### config.mk
export PLATFORM = sky130hd
export DESIGN_NAME = regfile_wb_arbiter
export DESIGN_NICKNAME = d
export VERILOG_FILES = /design/src/rtl/regfile_wb_arbiter.sv
export SDC_FILE = /design/constraint.sdc
export NUM_CORES = 1
export LEC_CHECK = 0
export ABC_AREA = 1
export CAP_MARGIN = 20
export CORE_MARGIN = 4
export CORE_UTILIZATION = 44
export DETAILED_ROUTE_END_ITERATION = 12
export GPL_ROUTABILITY_DRIVEN = 0
export GPL_TIMING_DRIVEN = 0
export PLACE_DENSITY = 0.9
export SLEW_MARGIN = 15
export SYNTH_ARGS = -nofsm -noshare
export SYNTH_HDL_FRONTEND = slang
export SYNTH_SLANG_ARGS = --single-unit
### constraint.sdc
create_clock -name clock -period 1.9 [get_ports clock]
set_input_delay 0.285 -clock clock [delete_from_list [all_inputs] [get_ports clock]]
set_output_delay 0.285 -clock clock [all_outputs]
set_load 0.01 [all_outputs]
### src/rtl/regfile_wb_arbiter.sv
// Writeback arbiter: shares the register bank write port between ALU and MEM.
// Optional WB_R0_PROTECT_EN drops architectural writes to register 0.
module regfile_wb_arbiter #(
    parameter int DATA_W       = 16,
    parameter int NREG         = 8,
    parameter int STARVE_LIMIT = 3,
    localparam int AW          = $clog2(NREG)
) (
    input  logic              clock,
    input  logic              reset,
    input  logic              alu_valid,
    input  logic [AW-1:0]     alu_rd,
    input  logic [DATA_W-1:0] alu_data,
    output logic              alu_ready,
    input  logic              mem_valid,
    input  logic [AW-1:0]     mem_rd,
    input  logic [DATA_W-1:0] mem_data,
    output logic              mem_ready,
    input  logic              issue_valid,
    input  logic [AW-1:0]     issue_rd,
    output logic              RegWrite,
    output logic [AW-1:0]     wr_reg,
    output logic [DATA_W-1:0] wr_data,
    output logic [NREG-1:0]   busy
);

    typedef enum logic {
        PRIO_MEM = 1'b0,
        PRIO_ALU = 1'b1
    } prio_e;

    localparam logic [3:0] LIMIT = 4'(STARVE_LIMIT);

    prio_e             state_q, state_d;
    logic [3:0]        cnt_q, cnt_d;
    logic              we_q, we_d;
    logic [AW-1:0]     reg_q, reg_d;
    logic [DATA_W-1:0] data_q, data_d;
    logic [NREG-1:0]   busy_q, busy_d;

    logic              alu_gnt, mem_gnt, gnt, drop;
    logic [AW-1:0]     gnt_rd;
    logic [DATA_W-1:0] gnt_data;

    always_comb begin
        alu_gnt = 1'b0;
        mem_gnt = 1'b0;
        if (!reset) begin
            case (state_q)
                PRIO_MEM: begin
                    mem_gnt = mem_valid;
                    alu_gnt = alu_valid && !mem_valid;
                end
                PRIO_ALU: begin
                    alu_gnt = alu_valid;
                    mem_gnt = mem_valid && !alu_valid;
                end
                default: begin
                    alu_gnt = 1'b0;
                    mem_gnt = 1'b0;
                end
            endcase
        end
    end

    assign alu_ready = alu_gnt;
    assign mem_ready = mem_gnt;
    assign gnt       = alu_gnt || mem_gnt;
    assign gnt_rd    = alu_gnt ? alu_rd : mem_rd;
    assign gnt_data  = alu_gnt ? alu_data : mem_data;

`ifdef WB_R0_PROTECT_EN
    // The handshake still completes; only the bank write is suppressed.
    assign drop = (gnt_rd == '0);
`else
    assign drop = 1'b0;
`endif

    always_comb begin
        cnt_d = cnt_q;
        if (alu_gnt) begin
            cnt_d = '0;
        end else if (alu_valid && cnt_q != 4'hF) begin
            cnt_d = cnt_q + 4'd1;
        end

        state_d = state_q;
        case (state_q)
            PRIO_MEM: if (cnt_d >= LIMIT) state_d = PRIO_ALU;
            PRIO_ALU: if (alu_gnt) state_d = PRIO_MEM;
            default:  state_d = PRIO_MEM;
        endcase
    end

    always_comb begin
        we_d   = gnt && !drop;
        reg_d  = we_d ? gnt_rd : reg_q;
        data_d = we_d ? gnt_data : data_q;

        // A same-cycle issue overrides the clear: a newer producer is pending.
        busy_d = busy_q;
        if (gnt) busy_d[gnt_rd] = 1'b0;
        if (issue_valid) busy_d[issue_rd] = 1'b1;
`ifdef WB_R0_PROTECT_EN
        busy_d[0] = 1'b0;
`endif
    end

    always_ff @(posedge clock) begin
        if (reset) begin
            state_q <= PRIO_MEM;
            cnt_q   <= '0;
            we_q    <= 1'b0;
            reg_q   <= '0;
            data_q  <= '0;
            busy_q  <= '0;
        end else begin
            state_q <= state_d;
            cnt_q   <= cnt_d;
            we_q    <= we_d;
            reg_q   <= reg_d;
            data_q  <= data_d;
            busy_q  <= busy_d;
        end
    end

    assign RegWrite = we_q;
    assign wr_reg   = reg_q;
    assign wr_data  = data_q;
    assign busy     = busy_q;

endmodule
### Yosys cells after proc, flatten, opt, wreduce, memory -nomap -nowiden

Index checks and enable logic that the tools add are counted.

* word-level logic and storage cells: 42
* register bits after elaboration: 33

* bitwise gates (word level): 4
* reductions and logical operators: 8
* equality and inequality tests: 1
* order comparisons: 5
* add/sub/neg operators: 1
* mux-type cells: 17

Operators by type and width (count)
* $mux 16: 1
* $mux 8: 2
* $and 8x8->8: 1
* $lt 3x4->1 const B: 2
* $mux 4: 2
* $not 8->8: 1
* $or 8x8->8: 1
* $demux 1 s3: 2
* $ge 3x1->1 const B: 2
* $mux 1: 6
* $pmux 1 s2: 3
* $logic_and 1x1->1: 5
* $add 4x1->4 const B: 1
* $ge 4x2->1 const B: 1
* $ne 4x4->1 const B: 1
* $mux 3: 1
* $logic_not 1->1: 2
* $logic_or 1x1->1: 1
* $not 1->1: 1

### Longest topological paths before layout

* depth in word-level cells: 14
* depth in mapped cells: 11
* depth with buffers taken out: 10

### Worst setup path after synthesis

No wires, ideal clock.

* kind: input to register
* start point: in alu_valid
* end point: reg state_q
* slack: 0.664 ns
* arrival: 1.128 ns
* setup time: 0.109 ns
* stages on the path: 11
* cells stage by stage: buf_4 > inv_4 > nor2_8 > nand2_4 > buf_6 > nand2_2 > nor2_1 > nor2_2 > nand3_1 > nand2_1 > inv_1

* cells in the longest elaborated chain, start to end: 7
* elaborated cells on any way between the ends: 10
* classes of those cells: 1 x order compare; 7 x mux; 2 x reduce/logical

Ends and longest elaborated chain
* start: declaration: RTL line 11 `input logic alu_valid,`
* $logic_and 1x1->1: RTL line 52 `alu_gnt = alu_valid && !mem_valid;`
* $pmux 1 s2: RTL line 49 `case (state_q)`
* $mux 1: RTL line 48 `if (!reset) begin`
* $mux 4: RTL line 81 `if (alu_gnt) begin`
* $ge 4x2->1: RTL line 89 `PRIO_MEM: if (cnt_d >= LIMIT) state_d = PRIO_ALU;`
* $mux 1: RTL line 89
* $pmux 1 s2 (*): RTL line 88 `case (state_q)`
* end signal: assignment: RTL line 118 `state_q <= state_d;`
* end: declaration: RTL line 34 `prio_e state_q, state_d;`

Mark *: on every way between the ends. The rest lies on a longest branch, timed or not.
A chain may end at the register's enable or synchronous reset.

### Worst setup path in the final report

* start point: reg state_q
* end point: out mem_ready

* cells in the longest elaborated chain, start to end: 3

Ends and longest elaborated chain
* $not 1->1: RTL line 49
* $pmux 1 s2 (*): RTL line 49
* $mux 1 (*): RTL line 48
* end: declaration: RTL line 18 `output logic mem_ready,`

Marked as above.

==> summary.md <==
| Metric | Value |
|---|---|
| CP startpoint kind | flop |
| Number of synthesized register bits | 33 |
| Number of global-route vias before repair | 1718 |
| Total setup violations reported at the end of the flow | 0 |
| TritonRoute pass-1 iters | 4 |
| Average vias per placed instance | 4.84 |
| Cell at the root of the clock tree | sky130_fd_sc_hd__clkbuf_8 |
| Number of flip-flops in the largest register | 16 |
| Leakage power summed over all cells | 1.22 nW |
| Critical path capture point type | output port |
| Antenna viol nets, final | 0 |
| Clock period minus final worst setup slack | 1.74 ns |
| Highest fanout seen on the critical path | 3 |
| CP max-delay cell | sky130_fd_sc_hd__clkdlybuf4s50_1 |
| Cell Rows | 22 |
| Layout Nets | 359 |
| Initial antenna violation count | 0 |
| Crit path cell chain | a21oi_1, and2_1, clkdlybuf4s50_1 |
| Final critical-path share of the clock period | 0.917 |
| CP delay by family, top | buffers and inverters |
| EDFF count, synth | 0 |
| Main area contributors after synthesis | sky130_fd_sc_hd__dfxtp_1 40%, sky130_fd_sc_hd__nand2_1 18%, sky130_fd_sc_hd__o211a_1 9.6%, sky130_fd_sc_hd__nand3_1 7.8%, sky130_fd_sc_hd__inv_1 4.0% |
| Setup TNS after final layout | 0 ns |
| Post-synthesis cell count | approximately 230 |
| Stage delay of the slowest cell on the critical path | 0.53 ns |
| Share of Yosys cell area claimed by the top area cell type | 0.396 |
| HPWL after DPL | 3350 um |
| Clk slew on worst S/H paths | around 0.060 ns |
| Number of nets in the synthesized netlist | around 280 |
| Most common cell in the synthesized netlist | sky130_fd_sc_hd__nand2_1 |
| DRC violation total after the first TritonRoute iteration | 78 |
| # clock sinks | 33 |
| Congestion Overflow GR | 0 |
| Maximum frequency from static timing analysis | between 0.5 and 0.6 GHz |
| Area growth syn-to-layout | 53.1% |
| Overall global routing resource usage | 0.188 |
| Full die area | 4840 um^2 |
| Die extent in y | 69.6 um |
| Number of buffers inserted by port buffering | 73 |
| Dpl cells | about 350 |
| Worst-margin pin slew | 0.415 ns |
| RSZ-0062 raised after global routing | false |
| Worst Path Class, Setup | reg2out |
| List of most frequent post-synthesis cells | 78 x sky130_fd_sc_hd__nand2_1, 33 x sky130_fd_sc_hd__dfxtp_1, 26 x sky130_fd_sc_hd__nand3_1, 18 x sky130_fd_sc_hd__inv_1, 16 x sky130_fd_sc_hd__o211a_1 |
| Max capacitance violation total | 0 |
| Number of non-filler instances in the completed layout | 361 |
| Total DRC errors in the routed layout | 0 |
| Commonest register cell after synthesis | sky130_fd_sc_hd__dfxtp_1 |
| Max Clock Skew | 0.00315 ns |
| Share of cells above drive strength 1 | 0.0863 |
| Maximum vdd drop | roughly 0.4 mV |
| Number of warnings issued by yosys | 0 |
| Area of the core region | 3660 um^2 |
| # diodes | 0 |
| Post-synthesis async set-or-reset flop share | 0 |
| Worst hold-check path type | in2reg |
| Maximum number of pins on one net before global-route repair | 11 |
| First-pass GRT wire length | 7420 um |
| Hold-fix buffers at CTS | 0 |
| Sequential element share of the synthesized area | 0.396 |
| Average instance area after synthesis | 7.23 um^2 |
| Top-Level Pins | 76 |
| Worst max-slew margin expressed relative to the limit | 0.723 |
| Number of levels the H-tree was split into | 2 |
| Final hold viol count | 0 |
| Synth cell types | 27 |
| Required time of the critical path | 1.62 ns |
| Crit path arrival time | 1.46 ns |
| Detailed-route wire length | 4480 um |
| Power density over cell area | 656 nW/um^2 |
| Post-synthesis cell area | 1670 um^2 |
| Routed wire length per instance | 12.4 um |
| CTS tree | yes |
| Effective utilization at floorplan | 0.456 |
| Run status | finished clean |
| Total number of vias | 1747 |
| Core occupancy in the finished layout | 0.698 |
| Maximum number of buffers from clock root to sink | 2 |
| Clock insertion delay at the later pin of the skew report | 0.28 ns |
| Synth area leader | sky130_fd_sc_hd__dfxtp_1 |
| Fin. max-slew vios | 0 |
| Buf+Inv Stages, Crit Path | 1 |
| Number of buffers inserted during clock tree synthesis | 5 |
| DIE WIDTH | 69.6 um |
## worst reg2reg max path, cell delays in order (launching register included)
cell and delay [ns]:
sky130_fd_sc_hd__dfxtp_1 0.34, sky130_fd_sc_hd__ha_1 0.24, sky130_fd_sc_hd__nand3_1 0.13, sky130_fd_sc_hd__nand2_1 0.12, sky130_fd_sc_hd__o21ai_0 0.24, sky130_fd_sc_hd__nand3_1 0.14
sky130_fd_sc_hd__nand3_1 0.11, sky130_fd_sc_hd__nand2_1 0.05, sky130_fd_sc_hd__inv_1 0.04
## layer usage
layer | wire length, um | part of all wire | GRT usage
met1 | 1910 | 0.43 | 0.206
met2 | 2150 | 0.48 | 0.321
met3 | 339 | 0.076 | 0.0710
met4 | 77 | 0.017 | 0.0824
met5 | 0 | 0 | 0
## area by class of cell
cell class	instances	area [um^2]
Inverter	22	90.1
Tap cell	48	60.1
Timing Repair Buffer	74	736
Fill cell	305	1100
Multi-Input combinational cell	166	855
Sequential cell	33	661
Clock buffer	6	72.6
Clock inverter	2	10.0
Buffer	10	72.6
## path summary, 6_finish.rpt
| kind | startpoint | endpoint | slack [ns] | cells after the start |
|---|---|---|---|---|
| min reg2reg | busy[4] | busy[4] | 0.47 | 2 |
| max reg2reg | cnt_q[0] | state_q | 0.44 | 8 |
| min | reset | cnt_q[0] | 0.28 | 2 |
| max | state_q | mem_ready | 0.16 | 3 |
## power by group
part           internal [W]  total (W)  switching, W  leakage, nW
Combinational      0.000229   0.000414      0.000185        0.899
Sequential         0.000738   0.000764     0.0000255        0.272
Clock              0.000253   0.000499      0.000245       0.0450
Total               0.00122    0.00168      0.000456         1.22
## through the flow
stage / hold WS, ns / power [W] / area (um^2) / worst slack (ns)
floorplan: 0.439 / 0.000975 / 1670 / 0.664
global placement: 0.450 / 0.00118 / 2460 / -0.281
detailed placement: 0.455 / 0.00119 / 2460 / -0.303
CTS: 0.272 / 0.00169 / 2560 / 0.142
global route: 0.274 / 0.00176 / 2560 / 0.0709
finish: 0.278 / 0.00168 / 2560 / 0.157
## kinds of logic after synthesis
family / synth area share
AO/OA/AOI/OAI: 0.148
buffers and inverters: 0.0952
flip-flops: 0.396
AND/OR/NAND/NOR: 0.354
adder cells (fa/ha/maj): 0.00750
## layout by cell type (no fill, tap or decap)
cell type                         synthesis  layout
sky130_fd_sc_hd__o21ai_0                  1       1
sky130_fd_sc_hd__inv_1                   18      18
sky130_fd_sc_hd__a21oi_1                 10      10
sky130_fd_sc_hd__dfxtp_1                 33      33
sky130_fd_sc_hd__clkbuf_8                 0       5
sky130_fd_sc_hd__buf_6                    2       2
sky130_fd_sc_hd__dlygate4sd2_1            0       2
sky130_fd_sc_hd__nor2_2                   2       2
sky130_fd_sc_hd__nand3b_1                 2       2
sky130_fd_sc_hd__inv_4                    1       1
sky130_fd_sc_hd__nor2_8                   1       1
sky130_fd_sc_hd__nor2_1                  15      15
sky130_fd_sc_hd__inv_2                    2       2
sky130_fd_sc_hd__ha_1                     1       1
sky130_fd_sc_hd__and2_1                   1       1
sky130_fd_sc_hd__nor3_1                   3       3
sky130_fd_sc_hd__a211oi_1                 1       1
sky130_fd_sc_hd__nand2_1                 78      78
sky130_fd_sc_hd__buf_4                    5       6
sky130_fd_sc_hd__o211ai_1                 2       2
sky130_fd_sc_hd__nand4_1                  3       3
sky130_fd_sc_hd__buf_2                    1       1
sky130_fd_sc_hd__clkbuf_1                 2       3
sky130_fd_sc_hd__nand2_2                  2       1
sky130_fd_sc_hd__clkdlybuf4s50_1          0      71
sky130_fd_sc_hd__o211a_1                 16      16
sky130_fd_sc_hd__nand2_4                  1       2
sky130_fd_sc_hd__clkinv_4                 0       1
sky130_fd_sc_hd__clkinv_2                 1       2
sky130_fd_sc_hd__nand3_1                 26      26
sky130_fd_sc_hd__o21ai_2                  1       1
## timing repair
action                     in CTS  in global routing
setup endpoints to repair       1                  0
gates resized for setup         4                  0
buffers inserted                1                  0
Note: power is estimated with default switching activity, not from simulation.
